### config.mk
export PLATFORM = sky130hd
export DESIGN_NAME = mac_accumulator
export DESIGN_NICKNAME = d
export VERILOG_FILES = /design/src/rtl/mac_pkg.sv /design/src/rtl/sat_clip.sv /design/src/rtl/mac_accumulator.sv
export SDC_FILE = /design/constraint.sdc
export NUM_CORES = 1
export LEC_CHECK = 0
export BUFFER_PORTS_ARGS = -buffer_cell sky130_fd_sc_hd__buf_2
export CAP_MARGIN = 20
export CORE_ASPECT_RATIO = 0.8
export CORE_MARGIN = 2
export CORE_UTILIZATION = 40
export CTS_CLUSTER_DIAMETER = 40
export CTS_CLUSTER_SIZE = 10
export DETAILED_ROUTE_END_ITERATION = 8
export GPL_TIMING_DRIVEN = 0
export SLEW_MARGIN = 10
export SYNTH_ARGS = -nofsm -noshare
export SYNTH_HDL_FRONTEND = slang
export SYNTH_HIERARCHICAL = 1
export SYNTH_SLANG_ARGS = --single-unit
### constraint.sdc
create_clock -name clk -period 7.1 [get_ports clk]
set_input_delay 0.355 -clock clk [delete_from_list [all_inputs] [get_ports clk]]
set_output_delay 0.355 -clock clk [all_outputs]
set_load 0.005 [all_outputs]
### src/rtl/mac_pkg.sv
// -----------------------------------------------------------------------------
// mac_pkg
// Shared types and default widths for the MAC accumulate stage.
//   mac_state_t : FSM state encoding {IDLE, ACCUM, DONE}
//   MAC_*_WIDTH : default parameter values for mac_accumulator
// -----------------------------------------------------------------------------
package mac_pkg;

  typedef enum logic [1:0] {
    IDLE  = 2'd0,
    ACCUM = 2'd1,
    DONE  = 2'd2
  } mac_state_t;

  localparam int MAC_IN_WIDTH  = 32;
  localparam int MAC_ACC_WIDTH = 48;
  localparam int MAC_OUT_WIDTH = 16;
  localparam int MAC_CNT_WIDTH = 16;

endpackage : mac_pkg

### src/rtl/sat_clip.sv
// -----------------------------------------------------------------------------
// sat_clip
// Combinational signed clamp from IN_WIDTH down to OUT_WIDTH.
// Ports:
//   in_i   [IN_WIDTH-1:0]  signed value to narrow
//   data_o [OUT_WIDTH-1:0] clamped signed value
//   ovf_o                  1 when in_i lies outside the OUT_WIDTH signed range
// Used by mac_accumulator only when MAC_ACCUMULATOR_SAT_EN is defined.
// -----------------------------------------------------------------------------
module sat_clip #(
  parameter int IN_WIDTH  = 48,
  parameter int OUT_WIDTH = 16
) (
  input  logic [IN_WIDTH-1:0]  in_i,
  output logic [OUT_WIDTH-1:0] data_o,
  output logic                 ovf_o
);

  // The value fits iff every bit from the output sign bit upward matches.
  logic [IN_WIDTH-OUT_WIDTH:0] hi_bits;
  logic                        sign;

  assign hi_bits = in_i[IN_WIDTH-1:OUT_WIDTH-1];
  assign sign    = in_i[IN_WIDTH-1];
  assign ovf_o   = ~((&hi_bits) | ~(|hi_bits));

  // Clamp value: sign bit followed by its complement gives 0111.. or 1000..
  assign data_o  = ovf_o ? {sign, {(OUT_WIDTH-1){~sign}}} : in_i[OUT_WIDTH-1:0];

endmodule : sat_clip

### src/rtl/mac_accumulator.sv
// -----------------------------------------------------------------------------
// mac_accumulator
// Sums a run of num_terms signed products into a wide accumulator and presents
// the narrowed result on a held valid/ready output port.
// Optional feature macro: MAC_ACCUMULATOR_SAT_EN (saturating narrow + overflow
// flag); when undefined the result wraps and overflow is tied 0.
// Ports:
//   clk, rst        clock, synchronous active-high reset
//   prod_in         signed product (IN_WIDTH)
//   prod_valid/ready input handshake
//   num_terms       run length, sampled on the first product of a run (0 => 1)
//   out_data        narrowed result (OUT_WIDTH), stable while out_valid
//   out_valid/ready output handshake
//   busy            run in progress (state != IDLE)
//   overflow        result was saturated
// -----------------------------------------------------------------------------
module mac_accumulator
  import mac_pkg::*;
#(
  parameter int IN_WIDTH  = MAC_IN_WIDTH,
  parameter int ACC_WIDTH = MAC_ACC_WIDTH,
  parameter int OUT_WIDTH = MAC_OUT_WIDTH,
  parameter int CNT_WIDTH = MAC_CNT_WIDTH
) (
  input  logic                 clk,
  input  logic                 rst,
  input  logic [IN_WIDTH-1:0]  prod_in,
  input  logic                 prod_valid,
  output logic                 prod_ready,
  input  logic [CNT_WIDTH-1:0] num_terms,
  output logic [OUT_WIDTH-1:0] out_data,
  output logic                 out_valid,
  input  logic                 out_ready,
  output logic                 busy,
  output logic                 overflow
);

  localparam logic [CNT_WIDTH-1:0] CNT_ONE = CNT_WIDTH'(1);

  mac_state_t           state_q, state_d;
  logic [ACC_WIDTH-1:0] acc_q, acc_d;
  logic [CNT_WIDTH-1:0] cnt_q, cnt_d;
  logic [OUT_WIDTH-1:0] out_data_q, out_data_d;
  logic                 overflow_q, overflow_d;

  logic [ACC_WIDTH-1:0] prod_ext;
  logic [ACC_WIDTH-1:0] acc_next;
  logic [OUT_WIDTH-1:0] narrow_data;
  logic                 narrow_ovf;
  logic                 prod_xfer;
  logic                 out_xfer;

  // Handshake outputs decode from state only.
  assign prod_ready = (state_q != DONE);
  assign out_valid  = (state_q == DONE);
  assign busy       = (state_q != IDLE);
  assign out_data   = out_data_q;
  assign overflow   = overflow_q;

  assign prod_xfer  = prod_valid & prod_ready;
  assign out_xfer   = out_valid & out_ready;

  assign prod_ext   = ACC_WIDTH'($signed(prod_in));

  // Candidate accumulator value if a product is taken this cycle: the first
  // product of a run replaces the old sum, later ones add to it (wrapping).
  assign acc_next   = (state_q == IDLE) ? prod_ext : (acc_q + prod_ext);

`ifdef MAC_ACCUMULATOR_SAT_EN
  sat_clip #(
    .IN_WIDTH  (ACC_WIDTH),
    .OUT_WIDTH (OUT_WIDTH)
  ) u_sat_clip (
    .in_i   (acc_next),
    .data_o (narrow_data),
    .ovf_o  (narrow_ovf)
  );
`else
  assign narrow_data = acc_next[OUT_WIDTH-1:0];
  assign narrow_ovf  = 1'b0;
`endif

  always_comb begin
    // NOTE: every output of this block gets a default first so no path can
    // leave a variable unassigned, which would infer a latch.
    state_d    = state_q;
    acc_d      = acc_q;
    cnt_d      = cnt_q;
    out_data_d = out_data_q;
    overflow_d = overflow_q;

    unique case (state_q)
      IDLE: begin
        if (prod_xfer) begin
          acc_d = acc_next;
          if (num_terms <= CNT_ONE) begin
            // Single-term run (0 counts as 1): result is ready immediately.
            cnt_d      = '0;
            out_data_d = narrow_data;
            overflow_d = narrow_ovf;
            state_d    = DONE;
          end else begin
            cnt_d   = num_terms - CNT_ONE;
            state_d = ACCUM;
          end
        end
      end

      ACCUM: begin
        if (prod_xfer) begin
          acc_d = acc_next;
          cnt_d = cnt_q - CNT_ONE;
          if (cnt_q == CNT_ONE) begin
            out_data_d = narrow_data;
            overflow_d = narrow_ovf;
            state_d    = DONE;
          end
        end
      end

      DONE: begin
        if (out_xfer) begin
          overflow_d = 1'b0;
          state_d    = IDLE;
        end
      end

      default: state_d = IDLE;
    endcase
  end

  // NOTE: state registers use non-blocking assignments so every flop samples
  // the pre-edge values, independent of statement order.
  always_ff @(posedge clk) begin
    if (rst) begin
      state_q    <= IDLE;
      acc_q      <= '0;
      cnt_q      <= '0;
      out_data_q <= '0;
      overflow_q <= 1'b0;
    end else begin
      state_q    <= state_d;
      acc_q      <= acc_d;
      cnt_q      <= cnt_d;
      out_data_q <= out_data_d;
      overflow_q <= overflow_d;
    end
  end

endmodule : mac_accumulator

Yosys cells after proc, flatten, opt, wreduce, memory -nomap -nowiden
Index checks and enable logic that the tools add are counted.
W data, S select, Z words.
{"block": "word_totals", "ff_bits": 83, "in_bits": 52, "word_cells": 52}
{"block": "op_classes", "add_sub_neg": 3, "n_lt_le_gt_ge": 1, "eq_ne": 9, "n_mux": 22, "bitwise": 2, "n_reduce_logical": 10}
{"operator": "$mux W16", "n": 7}
{"operator": "$pmux W16 S2", "n": 2}
{"operator": "$add A48 B48 Y48", "n": 1}
{"operator": "$mux W48", "n": 1}
{"operator": "$sub A16 B1 Y16 const B", "n": 2}
{"operator": "$eq A16 B1 Y1 const B", "n": 1}
{"operator": "$le A16 B1 Y1 const B", "n": 1}
{"operator": "$mux W2", "n": 5}
{"operator": "$ne A2 B2 Y1 const B", "n": 4}
{"operator": "$pmux W2 S3", "n": 1}
{"operator": "$reduce_and A6 Y1", "n": 1}
{"operator": "$mux W1", "n": 5}
{"operator": "$reduce_and A5 Y1", "n": 1}
{"operator": "$ne A2 B1 Y1 const B", "n": 2}
{"operator": "$reduce_and A4 Y1", "n": 1}
{"operator": "$reduce_bool A2 Y1", "n": 2}
{"operator": "$pmux W1 S3", "n": 1}
{"operator": "$reduce_and A3 Y1", "n": 1}
{"operator": "$reduce_bool A3 Y1", "n": 1}
{"operator": "$and A1 B1 Y1", "n": 2}
{"operator": "$eq A2 B1 Y1 const B", "n": 1}
{"operator": "$eq A2 B2 Y1 const B", "n": 1}
{"operator": "$logic_not A2 Y1", "n": 1}
{"operator": "$reduce_and A2 Y1", "n": 1}
{"operator": "$reduce_or A2 Y1", "n": 1}

Logic depth before layout (Yosys ltp)
{"block": "logic_depth", "ltp_word": 5, "ltp_mapped": 9, "ltp_nobuf": 9}

Least setup slack after synthesis
Ideal clock, no wire load.
{"block": "synth_path", "path_kind": "in2reg", "startpoint": "input prod_in[0]", "endpoint": "register acc_q[8]", "setup_ns": 0.086, "arrival_ns": 2.231, "required_time_ns": 7.014, "setup_slack_ns": 4.783, "path_stages": 9, "path_buffers": 0, "cell_sequence": "ha_1 -> fa_1 -> a211oi_1 -> o21bai_1 -> a21o_1 -> a21oi_1 -> mux2i_1 -> nor2_1 -> a211oi_1"}
{"block": "synth_via", "elab_chain_len": 2}
{"item": "start: declaration", "line": "mac_accumulator.sv:27", "source": "input logic [IN_WIDTH-1:0] prod_in,"}
{"item": "$add A48 B48 Y48", "line": "mac_accumulator.sv:67", "source": "assign acc_next = (state_q == IDLE) ? prod_ext : (acc_q + prod_ext);"}
{"item": "$mux W48", "line": "mac_accumulator.sv:67"}
{"item": "end signal: assignment", "line": "mac_accumulator.sv:137", "source": "acc_q <= '0;"}
{"item": "end signal: assignment", "line": "mac_accumulator.sv:143", "source": "acc_q <= acc_d;"}
{"item": "end: declaration", "line": "mac_accumulator.sv:41", "source": "logic [ACC_WIDTH-1:0] acc_q, acc_d;"}
No other way between the ends.
A chain may end at the register's enable or synchronous reset.

Worst setup path in the final report
{"block": "layout_path", "startpoint": "register state_q[1]", "endpoint": "output busy"}
{"block": "layout_via", "elab_chain_len": 1}
{"item": "start: declaration", "line": "mac_accumulator.sv:40", "source": "mac_state_t state_q, state_d;"}
{"item": "start signal: assignment", "line": "mac_accumulator.sv:142", "source": "state_q <= state_d;"}
{"item": "$reduce_bool A2 Y1", "line": "mac_accumulator.sv:56", "source": "assign busy = (state_q != IDLE);"}
{"item": "end: declaration", "line": "mac_accumulator.sv:34", "source": "output logic busy,"}
No other way between the ends.

==> results.json <==
{
  "status": "finished, final reports clean",
  "setup_viol": 0,
  "clk_path_buf_depth": 2,
  "drt_first_pass_iters": 4,
  "final_layout_size_suffix_gt1_share_pct": 15.3,
  "hpwlAfterDp_mm": 7.38,
  "avgViaCountPerCell": 5.59,
  "worst_skew_pair.late_latency_ps": 310,
  "crit_path_end_kind": "output pin",
  "yosys_warnings": 6,
  "cts_tree": "built",
  "vdd_ir_drop_max_mv": 0.0972,
  "cts_hold_buf": 0,
  "drt-total-wl_mm": 9.84,
  "grt_pass1_wl_mm": 15.9,
  "yosys-top-cells-area": "dfxtp_1 (29%), nor2_1 (7.5%), ha_1 (6.9%)",
  "hp-class": "in -> reg",
  "syn_inst": 448,
  "cp_top_family": "buffers and inverters",
  "numCtsBuffers": 5,
  "avgSynthCellArea_um2": 7.73,
  "finalHoldViolCount": 0,
  "drv_cap": 0,
  "fin_setup_tns_ps": 0,
  "rsz0062_at_grt": "false",
  "synth.yosys.seq_area_share_pct": 28.9,
  "vias": 3469,
  "p_leak_nw": 1.62,
  "slew_headroom_pct": 38.5,
  "place_congestion": 0.925,
  "final_area_um2": 3980,
  "cts_root_buf": "clkbuf_8",
  "async_flop_share_pct": 0,
  "cp_slowest_stage_delay_ps": 790,
  "start_kind": "register",
  "cts_setup_buffers": 0,
  "fin_nets": 580,
  "cts_resized": 0,
  "period_share_pct": 41.6,
  "ys_ff_latch": 50,
  "final_cells": 621,
  "dieArea_um2": 9420,
  "synth_top_area_share_pct": 28.9,
  "drv_slew": 0,
  "ioPinCount": 72,
  "die_h_um": 87.2,
  "final_antenna_net_count": 0,
  "htreeDepth": 2,
  "n_antenna_cell": 0,
  "grt_pass1_vias": 3237,
  "crit_top_cell": "clkbuf_1",
  "dpl_cell_area_um2": 3870,
  "syn_nets": 520,
  "die_x_um": 108,
  "grt.total_usage_pct": 21.5,
  "rows": 30,
  "yosysTopAreaCell": "dfxtp_1",
  "clock_sinks": 50,
  "initial_utilization_pct": 41.0,
  "period_minus_slack_ps": 2960,
  "grt_antenna_before_repair": 0,
  "drt_iter0_markers": 245,
  "critPathKind": "reg -> out",
  "synth-edff-count": 0,
  "required_ps": 6740,
  "syn_area_um2": 3460,
  "clk_pin_slew_ps": 100,
  "preCtsSetupSlack_ps": 4370,
  "overflow": 0,
  "grt_max_degree": 17,
  "finClkSkew_ps": 5.73,
  "io_buffers": 53,
  "cp.arrival_ps": 2600,
  "cp_num_buf_inv": 4,
  "tightest_slew_ps": 918,
  "drc": 0,
  "core_um2": 8450,
  "ys_types": 58,
  "cp_max_fo": 10,
  "syn_to_final_growth_pct": 15.0,
  "postLayoutSetupSlackWorst_ps": 4140,
  "fmax_mhz": 338,
  "crit_chain": "clkbuf_1 -> nor2_1 -> inv_1 -> clkbuf_1 -> buf_2",
  "dp.cells": 613,
  "powerDensity_nw_per_um2": 182,
  "cp_slowest_cell": "nor2_1",
  "wire_per_inst_um": 15.9,
  "ys.flop_type": "dfxtp_1"
}
-- stage by stage --
stage | hold slack, ps | util, % | power [mW]
finish | 306 | 47.1 | 0.724
global route | 342 | 47.1 | 0.766
CTS | 300 | 47.1 | 0.726
detailed placement | 461 | 45.8 | 0.517
global placement | 452 | 45.8 | 0.514
floorplan | 440 | - | 0.460
-- cell families after synthesis --
kind of cell    count (synthesis)  synth area share [%]
compound gates                137                  26.2
simple gates                  176                  25.3
mux                             8                  2.31
fa+ha+maj                      20                  7.45
flops                          50                  28.9
other cells                     1                 0.108
buf+inv                        35                  4.37
xor+xnor                       21                  5.31
-- Yosys cell counts (all sizes together), types with 2 or more instances --
library cell,number
a2111oi,2
a211oi,21
a21o,7
a21oi,32
a22oi,5
a311oi,6
a31oi,7
buf,4
clkbuf,21
dfxtp,50
ha,19
inv,10
mux2i,8
nand2,40
nand2b,5
nand3,6
nand3b,2
nand4,3
nor2,71
nor2b,3
nor3,18
nor3b,4
nor4,9
nor4b,2
o21a,2
o21ai,30
o21bai,6
o22ai,4
o31ai,3
o32ai,4
or2,2
or3,4
or4,5
xnor2,12
xor2,9
-- worst min-delay path, delay by kind of cell --
| family | cells | cell delay, ps |
|---|---|---|
| buffers and inverters | 1 | 70 |
| and+or+nand+nor | 3 | 150 |
-- worst paths after layout --
kind | start | to | slack, ps | depth (start not counted)
setup / recovery | state_q[1] | busy | 4140 | 5
setup reg to reg | cnt_q[10] | out_data[3] | 4310 | 8
hold / removal | out_ready | state_q[1] | 310 | 4
hold reg to reg | acc_q[5] | acc_q[5] | 480 | 2
-- placed cells by master, fill, tap and decap left out, drive strengths merged, types with 4 or more instances in the layout --
cell    count
clkbuf     26
mux2i       8
ha         19
or4         5
nor2       71
a22oi       5
o21bai      6
a311oi      6
a211oi     21
nor4        9
dfxtp      50
inv        10
or3         4
nand2      40
a21oi      32
a31oi       7
nand3       6
o21ai      30
o32ai       4
nor3       18
buf        57
o22ai       4
nand2b      5
xor2        9
nor3b       4
a21o        7
xnor2      12
-- area by class of cell --
cell class | instances | area [um^2]
fill | 884 | 4470
multi-input combinational | 363 | 2310
sequential | 50 | 1000
timing repair buffer | 53 | 265
tap | 112 | 140
buffer | 25 | 114
clock buffer | 5 | 68.8
clock inverter | 3 | 45.0
inverter | 10 | 37.5
-- sequential cells by signal, summed over array words and instances (netlist names) --
register and count:
acc_q 16, cnt_q 16, out_data 16, state_q 2
-- per-layer routing --
layer	part of all wire, %	vias to the layer above	global-route usage (%)
li1	-	1762	-
met1	51	1627	30.8
met2	43	71	34.0
met3	4.7	9	3.52
met4	0.86	0	4.43
met5	0	-	0
-- report_power, final --
part           leakage (nW)  internal [mW]  switching [mW]
clock                0.0504          0.105           0.105
sequential            0.410          0.297          0.0137
combinational          1.16         0.0790           0.125
Note: power is estimated with default switching activity, not from simulation.
